**src/rtl/upower_decode_queue_pkg.sv**
```systemverilog
// Shared types for the uPower decode queue: format enum, opcode constants and the decoded entry.
// Purpose: types only. Latency: n/a. Backpressure: n/a.
package upower_decode_pkg;

    typedef enum logic [2:0] {
        FMT_XO  = 3'd0,
        FMT_X   = 3'd1,
        FMT_D   = 3'd2,
        FMT_B   = 3'd3,
        FMT_I   = 3'd4,
        FMT_DS  = 3'd5,
        FMT_ILL = 3'd6
    } fmt_e;

    localparam logic [5:0] OP_X31  = 6'd31;
    localparam logic [5:0] OP_B    = 6'd19;
    localparam logic [5:0] OP_I    = 6'd18;
    localparam logic [5:0] OP_DS58 = 6'd58;
    localparam logic [5:0] OP_DS62 = 6'd62;

    localparam logic [8:0] XO_ADD  = 9'd266;
    localparam logic [8:0] XO_SUBF = 9'd40;

    typedef struct packed {
        fmt_e        fmt;
        logic [5:0]  opcode;
        logic [4:0]  rd;
        logic [4:0]  rs;
        logic [4:0]  rt;
        logic [4:0]  bo;
        logic [4:0]  bi;
        logic [9:0]  xo;
        logic        oe;
        logic        rc;
        logic        aa;
        logic        lk;
        logic [15:0] si;
        logic [13:0] bd;
        logic [13:0] ds;
        logic [23:0] li;
        logic [1:0]  xods;
`ifdef DECODE_ILLEGAL_EN
        logic        illegal;
`endif
    } dec_t;

    function automatic logic is_d_op(input logic [5:0] op);
        case (op)
            6'd14, 6'd15, 6'd24, 6'd26, 6'd28, 6'd32, 6'd34,
            6'd36, 6'd37, 6'd38, 6'd40, 6'd42, 6'd44: is_d_op = 1'b1;
            default:                                   is_d_op = 1'b0;
        endcase
    endfunction

endpackage

```
**src/rtl/upower_decode_queue_if.sv**
```systemverilog
// Handshake and decoded-field bundle between fetch, the decode queue and issue.
// Purpose: port grouping. Latency: n/a. Backpressure: valid/ready on both sides.
interface upower_decode_queue_if #(
    parameter int DEPTH = 4
);
    localparam int CNT_W = $clog2(DEPTH + 1);

    logic             in_valid;
    logic             in_ready;
    logic [31:0]      in_instr;
    logic             out_valid;
    logic             out_ready;
    logic [2:0]       out_fmt;
    logic [5:0]       out_opcode;
    logic [4:0]       out_rd;
    logic [4:0]       out_rs;
    logic [4:0]       out_rt;
    logic [4:0]       out_bo;
    logic [4:0]       out_bi;
    logic [9:0]       out_xo;
    logic             out_oe;
    logic             out_rc;
    logic             out_aa;
    logic             out_lk;
    logic [15:0]      out_si;
    logic [13:0]      out_bd;
    logic [13:0]      out_ds;
    logic [23:0]      out_li;
    logic [1:0]       out_xods;
`ifdef DECODE_ILLEGAL_EN
    logic             out_illegal;
`endif
    logic [CNT_W-1:0] count;

    modport master (
        output in_valid, in_instr, out_ready,
        input  in_ready, out_valid, out_fmt, out_opcode, out_rd, out_rs, out_rt,
               out_bo, out_bi, out_xo, out_oe, out_rc, out_aa, out_lk, out_si,
               out_bd, out_ds, out_li, out_xods,
`ifdef DECODE_ILLEGAL_EN
               out_illegal,
`endif
               count
    );

    modport slave (
        input  in_valid, in_instr, out_ready,
        output in_ready, out_valid, out_fmt, out_opcode, out_rd, out_rs, out_rt,
               out_bo, out_bi, out_xo, out_oe, out_rc, out_aa, out_lk, out_si,
               out_bd, out_ds, out_li, out_xods,
`ifdef DECODE_ILLEGAL_EN
               out_illegal,
`endif
               count
    );
endinterface

```
**src/rtl/upower_field_decode.sv**
```systemverilog
// Classifies a raw instruction word and extracts its format fields, zeroing the rest.
// Latency: combinational. Backpressure: none.
module upower_field_decode
    import upower_decode_pkg::*;
(
    input  logic [31:0] instr,
    output dec_t        dec
);
    logic [5:0] op;
    logic [8:0] sub;

    assign op  = instr[31:26];
    assign sub = instr[9:1];

    always_comb begin
        dec        = '0;
        dec.opcode = op;
        if (op == OP_X31) begin
            dec.rd = instr[25:21];
            dec.rs = instr[20:16];
            dec.rt = instr[15:11];
            dec.rc = instr[0];
            if (sub == XO_ADD || sub == XO_SUBF) begin
                dec.fmt = FMT_XO;
                dec.xo  = {1'b0, instr[9:1]};
                dec.oe  = instr[10];
            end else begin
                dec.fmt = FMT_X;
                dec.xo  = instr[10:1];
            end
        end else if (is_d_op(op)) begin
            dec.fmt = FMT_D;
            dec.rd  = instr[25:21];
            dec.rs  = instr[20:16];
            dec.si  = instr[15:0];
        end else if (op == OP_B) begin
            dec.fmt = FMT_B;
            dec.bo  = instr[25:21];
            dec.bi  = instr[20:16];
            dec.bd  = instr[15:2];
            dec.aa  = instr[1];
            dec.lk  = instr[0];
        end else if (op == OP_I) begin
            dec.fmt = FMT_I;
            dec.li  = instr[25:2];
            dec.aa  = instr[1];
            dec.lk  = instr[0];
`ifdef DECODE_ILLEGAL_EN
        end else if (op != OP_DS58 && op != OP_DS62) begin
            // Illegal words carry no fields at all, opcode included.
            dec.fmt     = FMT_ILL;
            dec.opcode  = '0;
            dec.illegal = 1'b1;
`endif
        end else begin
            dec.fmt  = FMT_DS;
            dec.rd   = instr[25:21];
            dec.rs   = instr[20:16];
            dec.ds   = instr[15:2];
            dec.xods = instr[1:0];
        end
    end
endmodule

```
**src/rtl/upower_decode_queue.sv**
```systemverilog
// Buffered uPower decode stage: DEPTH-entry circular queue of pre-decoded instructions (DECODE_ILLEGAL_EN adds ILL format).
// Latency 1 cycle push-to-head; in_ready drops when full or flushing, no pass-through; head held while !out_ready.
module upower_decode_queue
    import upower_decode_pkg::*;
#(
    parameter int DEPTH = 4,
    localparam int CNT_W = $clog2(DEPTH + 1)
) (
    input logic                        clk,
    input logic                        rst,
    input logic                        flush,
    upower_decode_queue_if.slave       bus
);
    localparam int PTR_W = $clog2(DEPTH);

    dec_t             mem [DEPTH];
    dec_t             wr_dec;
    dec_t             head;
    logic [PTR_W-1:0] wr_ptr;
    logic [PTR_W-1:0] rd_ptr;
    logic [CNT_W-1:0] count;
    logic             push;
    logic             pop;

    upower_field_decode u_dec (
        .instr (bus.in_instr),
        .dec   (wr_dec)
    );

    assign bus.in_ready  = !rst && !flush && (count != CNT_W'(DEPTH));
    assign bus.out_valid = (count != '0);
    assign push          = bus.in_valid && bus.in_ready;
    assign pop           = bus.out_valid && bus.out_ready;

    always_ff @(posedge clk) begin
        if (rst || flush) begin
            wr_ptr <= '0;
            rd_ptr <= '0;
            count  <= '0;
        end else begin
            if (push) begin
                mem[wr_ptr] <= wr_dec;
                wr_ptr      <= wr_ptr + 1'b1;
            end
            if (pop) begin
                rd_ptr <= rd_ptr + 1'b1;
            end
            count <= count + CNT_W'(push) - CNT_W'(pop);
        end
    end

    // Storage is never cleared; the empty-queue mask keeps stale entries off the outputs.
    assign head = bus.out_valid ? mem[rd_ptr] : '0;

    assign bus.out_fmt    = head.fmt;
    assign bus.out_opcode = head.opcode;
    assign bus.out_rd     = head.rd;
    assign bus.out_rs     = head.rs;
    assign bus.out_rt     = head.rt;
    assign bus.out_bo     = head.bo;
    assign bus.out_bi     = head.bi;
    assign bus.out_xo     = head.xo;
    assign bus.out_oe     = head.oe;
    assign bus.out_rc     = head.rc;
    assign bus.out_aa     = head.aa;
    assign bus.out_lk     = head.lk;
    assign bus.out_si     = head.si;
    assign bus.out_bd     = head.bd;
    assign bus.out_ds     = head.ds;
    assign bus.out_li     = head.li;
    assign bus.out_xods   = head.xods;
`ifdef DECODE_ILLEGAL_EN
    assign bus.out_illegal = head.illegal;
`endif
    assign bus.count      = count;
endmodule

```
**src/flat_wrapper.sv**
```systemverilog
// flat-port wrapper written by rule: the top's interface ports become plain ports
module upower_decode_queue_flat import upower_decode_pkg::*;
#(
    parameter int DEPTH = 4,
    localparam int CNT_W = $clog2(DEPTH + 1)
)
  (clk, rst, flush, bus_in_valid, bus_in_instr, bus_out_ready, bus_in_ready, bus_out_valid, bus_out_fmt, bus_out_opcode, bus_out_rd, bus_out_rs, bus_out_rt, bus_out_bo, bus_out_bi, bus_out_xo, bus_out_oe, bus_out_rc, bus_out_aa, bus_out_lk, bus_out_si, bus_out_bd, bus_out_ds, bus_out_li, bus_out_xods, bus_count);
  upower_decode_queue_if #(.DEPTH(DEPTH)) bus_i ();
  input logic clk;
  input logic rst;
  input logic flush;
  input wire logic [$bits(bus_i.in_valid)-1:0] bus_in_valid;
  input wire logic [$bits(bus_i.in_instr)-1:0] bus_in_instr;
  input wire logic [$bits(bus_i.out_ready)-1:0] bus_out_ready;
  output wire logic [$bits(bus_i.in_ready)-1:0] bus_in_ready;
  output wire logic [$bits(bus_i.out_valid)-1:0] bus_out_valid;
  output wire logic [$bits(bus_i.out_fmt)-1:0] bus_out_fmt;
  output wire logic [$bits(bus_i.out_opcode)-1:0] bus_out_opcode;
  output wire logic [$bits(bus_i.out_rd)-1:0] bus_out_rd;
  output wire logic [$bits(bus_i.out_rs)-1:0] bus_out_rs;
  output wire logic [$bits(bus_i.out_rt)-1:0] bus_out_rt;
  output wire logic [$bits(bus_i.out_bo)-1:0] bus_out_bo;
  output wire logic [$bits(bus_i.out_bi)-1:0] bus_out_bi;
  output wire logic [$bits(bus_i.out_xo)-1:0] bus_out_xo;
  output wire logic [$bits(bus_i.out_oe)-1:0] bus_out_oe;
  output wire logic [$bits(bus_i.out_rc)-1:0] bus_out_rc;
  output wire logic [$bits(bus_i.out_aa)-1:0] bus_out_aa;
  output wire logic [$bits(bus_i.out_lk)-1:0] bus_out_lk;
  output wire logic [$bits(bus_i.out_si)-1:0] bus_out_si;
  output wire logic [$bits(bus_i.out_bd)-1:0] bus_out_bd;
  output wire logic [$bits(bus_i.out_ds)-1:0] bus_out_ds;
  output wire logic [$bits(bus_i.out_li)-1:0] bus_out_li;
  output wire logic [$bits(bus_i.out_xods)-1:0] bus_out_xods;
  output wire logic [$bits(bus_i.count)-1:0] bus_count;
  assign bus_i.in_valid = bus_in_valid;
  assign bus_i.in_instr = bus_in_instr;
  assign bus_i.out_ready = bus_out_ready;
  assign bus_in_ready = bus_i.in_ready;
  assign bus_out_valid = bus_i.out_valid;
  assign bus_out_fmt = bus_i.out_fmt;
  assign bus_out_opcode = bus_i.out_opcode;
  assign bus_out_rd = bus_i.out_rd;
  assign bus_out_rs = bus_i.out_rs;
  assign bus_out_rt = bus_i.out_rt;
  assign bus_out_bo = bus_i.out_bo;
  assign bus_out_bi = bus_i.out_bi;
  assign bus_out_xo = bus_i.out_xo;
  assign bus_out_oe = bus_i.out_oe;
  assign bus_out_rc = bus_i.out_rc;
  assign bus_out_aa = bus_i.out_aa;
  assign bus_out_lk = bus_i.out_lk;
  assign bus_out_si = bus_i.out_si;
  assign bus_out_bd = bus_i.out_bd;
  assign bus_out_ds = bus_i.out_ds;
  assign bus_out_li = bus_i.out_li;
  assign bus_out_xods = bus_i.out_xods;
  assign bus_count = bus_i.count;
  upower_decode_queue #(.DEPTH(DEPTH)) u_core (.clk(clk), .rst(rst), .flush(flush), .bus(bus_i));
endmodule
```
**config.mk**
```make
export PLATFORM = sky130hd
export DESIGN_NAME = upower_decode_queue_flat
export DESIGN_NICKNAME = d
export VERILOG_FILES = /design/src/rtl/upower_decode_queue_pkg.sv /design/src/rtl/upower_decode_queue_if.sv /design/src/rtl/upower_field_decode.sv /design/src/rtl/upower_decode_queue.sv /design/src/flat_wrapper.sv
export SDC_FILE = /design/constraint.sdc
export NUM_CORES = 1
export LEC_CHECK = 0
export CORE_UTILIZATION = 58
export DETAILED_ROUTE_END_ITERATION = 8
export PLACE_DENSITY = 0.8
export SLEW_MARGIN = 20
export SYNTH_ARGS = -nofsm -noshare
export SYNTH_HDL_FRONTEND = slang
export SYNTH_SLANG_ARGS = --single-unit
```
**constraint.sdc**
```tcl
create_clock -name clk -period 5.6 [get_ports clk]
set_clock_uncertainty 0.1 [all_clocks]
set_input_delay 0.56 -clock clk [delete_from_list [all_inputs] [get_ports clk]]
set_output_delay 0.56 -clock clk [all_outputs]
set_load 0.005 [all_outputs]
```
==> metrics.csv <==
metric,value,unit
die width,185,µm
vias in the first global route,9864,
Max Clock Freq,270,MHz
critical path arrival,3.05,ns
sequential area share after synthesis,74.3,%
R2R depth,10,
"commonest non-fill, non-tap cell in the layout",edfxtp_1,
crit path buf inv count,2,
postcts setup bufs,0,
"Endpoint, Worst Hold",u_core.rd_ptr[1],
H-Tree Level Count,2,
Detail Placement HPWL,23.8,mm
max-cap violations,0,
most frequent cells in the layout,"edfxtp_1 (472), and2_1 (222), clkdlybuf4s50_1 (159)",
count of flip-flops with a built-in enable after synthesis,472,
WS Path Type,flip-flop to primary output,
RSZ-0062 raised after global routing,false,
largest net degree at the start of global routing,87,
core footprint,32700,µm²
Synth area leaders,"edfxtp_1 (73%), mux4_2 (14%), and2_1 (7.3%), dfxtp_1 (0.93%), buf_2 (0.47%)",
crit end category,primary output,
DRT Pass-1 Iters,5,
Initial Util,59.1,%
Reg2Reg Setup Slack,2.62,ns
Placer Congestion,0.787,
"non-filler cells, final",1620,
fill cell count,2062,
initial antenna violation count,3,
GR Overflow Total,0,
final WL,40.0,mm
synthesized cell area,19300,µm²
final hold violations,0,
crit path time final,3.71,ns
"Reg clk slew, reported paths",0.06,ns
peak supply drop,0.343,mV
PostCTS Resize Cnt,0,
Yosys cell types,43,
share of layout cells above drive strength 1,18.1,%
CTS tree,yes,
Final ANT Viol Nets,0,
cts hold-fix bufs,0,
"flops & latches, synth",481,
nets,1183,
Final TNS setup,0,ns
GRT Total Usage,24.1,%
P per Cell Area,331,nW/µm²
Hold Crit Class,flip-flop to flip-flop,
Worst Max-Slew Pin Slew,0.989,ns
Worst setup SP type,flip-flop,
syn nets,1013,
Synth Warn #,0,
Die H,185,µm
placed instance count,1532,
r2r startpoint,u_core.bus.count[1],
total power,7.57,mW
vias post-DR,9690,
FP Rows,66,
worst-path cell chain,"buf_12, mux4_2, and2_1, clkdlybuf4s50_1",
hold depth,2,
"Avg Cell Area, Syn",19.9,µm²
Area growth syn-to-layout,18.4,%
initial drt markers,964,
final core utilization,70.0,%
TritonCTS Buffers,47,
vias per inst,5.98,
Root Buffer,clkbuf_16,
Hold Startpoint,u_core.rd_ptr[1],
setup ws final,1.89,ns
"slowest stage cell, crit path",dfxtp_4,
worst r2r dst,u_core.bus.count[2],
CP peak stage delay,0.80,ns
Worst EP required,4.94,ns
period utilisation layout,66.2,%
Lkg Pwr,6.98,nW
clk sink count,481,
wire per inst,24.7,µm
clk buf depth,3,
Top delay family on crit path,buffers and inverters,
Worst-Skew Late Latency,0.53,ns
worst-path maximum fanout,47,
max-slew violations,0,
drc violations,0,
Synth Instances,969,
prevailing post-synth register cell,edfxtp_1,
headroom to the max-slew limit,34.0,%
first-pass GRT wire length,59.6,mm
"FFs w/ async S/R, synth",0,%
setup violators final,0,
Yosys top cell area share,73.3,%
worst slack at placement,2.26,ns
leading area contributor after synthesis,edfxtp_1,
status,finished clean,
Buffers on Ports,159,
die area,34100,µm²
io pins,160,
## synth_stat cells, types with 4 or more instances
library cell	n
buf_2	18
buf_1	7
ha_1	6
buf_6	5
clkbuf_1	20
a21oi_1	9
inv_1	9
dfxtp_1	9
nor2_1	15
edfxtp_1	472
xnor2_1	5
nand2_1	4
mux4_2	118
nor2b_1	5
and2_1	226
## per-stage QoR
step	instance area (µm²)	hold WS [ns]
2_1_floorplan	19300	0.385
3_3_place_gp	21400	0.400
3_5_place_dp	21400	0.439
4_1_cts	22900	0.452
5_1_grt	22900	0.481
6_report	22900	0.449
## worst max path at each step
stage | slack (ns) | cells past startpoint | endpoint | from
2_1_floorplan | 1.20 | 4 | u_core.mem[0][0] | flush
3_3_place_gp | 2.29 | 5 | u_core.mem[2][117] | flush
3_5_place_dp | 2.26 | 5 | u_core.mem[3][57] | flush
4_1_cts | 1.77 | 4 | bus_out_xo[9] | flip-flop
5_1_grt | 1.69 | 4 | bus_out_li[8] | flip-flop
6_report | 1.89 | 4 | bus_out_li[8] | flip-flop
## layout make-up
type,count,area [µm²],share of cell area (%)
Antenna cell,3,7.51,0.0328
Clock inverter,24,214,0.935
Inverter,9,33.8,0.148
Timing Repair Buffer,177,1760,7.71
Sequential cell,481,14400,62.8
Tap cell,442,553,2.42
Clock buffer,61,1270,5.56
Multi-Input combinational cell,423,4670,20.4
## kinds of logic (layout without fill, tap and decap cells)
family	Yosys count	in the layout	share of synthesized area, %
and+or+nand+nor	269	269	8.60
adders and majority gates	7	7	0.492
other	0	3	0
AOI/OAI and AO/OA	23	23	0.977
DFF	481	481	74.3
xor gates and xnor gates	6	6	0.272
buffers and inverters	65	271	1.65
muxes	118	118	13.7
## power breakdown
group	total [mW]	internal (mW)	leakage, nW	switching (mW)
logic	0.519	0.278	2.08	0.241
clock network	3.05	1.78	0.726	1.27
registers	3.99	3.98	4.17	0.0160
total	7.57	6.04	6.98	1.53
## worst register-to-register path, delay by kind of cell (launching register included)
family	cells	cell delay [ns]
xor+xnor	2	0.32
fa+ha+maj	3	0.77
buf+inv	2	0.11
flops	1	0.46
simple gates	3	1.12
## sequential cells by signal, summed over array words and instances, names as in the netlist, named ones only
| name | count |
|---|---|
| u_core.bus.count | 3 |
| u_core.mem | 472 |
| u_core.rd_ptr | 2 |
| u_core.wr_ptr | 2 |
## per-layer routing
layer  up-vias  global-route usage, %  routed length [µm]
met5         -                      0                   0
met4         0                   7.57                 908
met3        63                   3.66                2520
met2       387                   38.7               19800
met1      5089                   34.4               16800
li1       4151                      -                   -
Power figures use the tool's default switching activity.
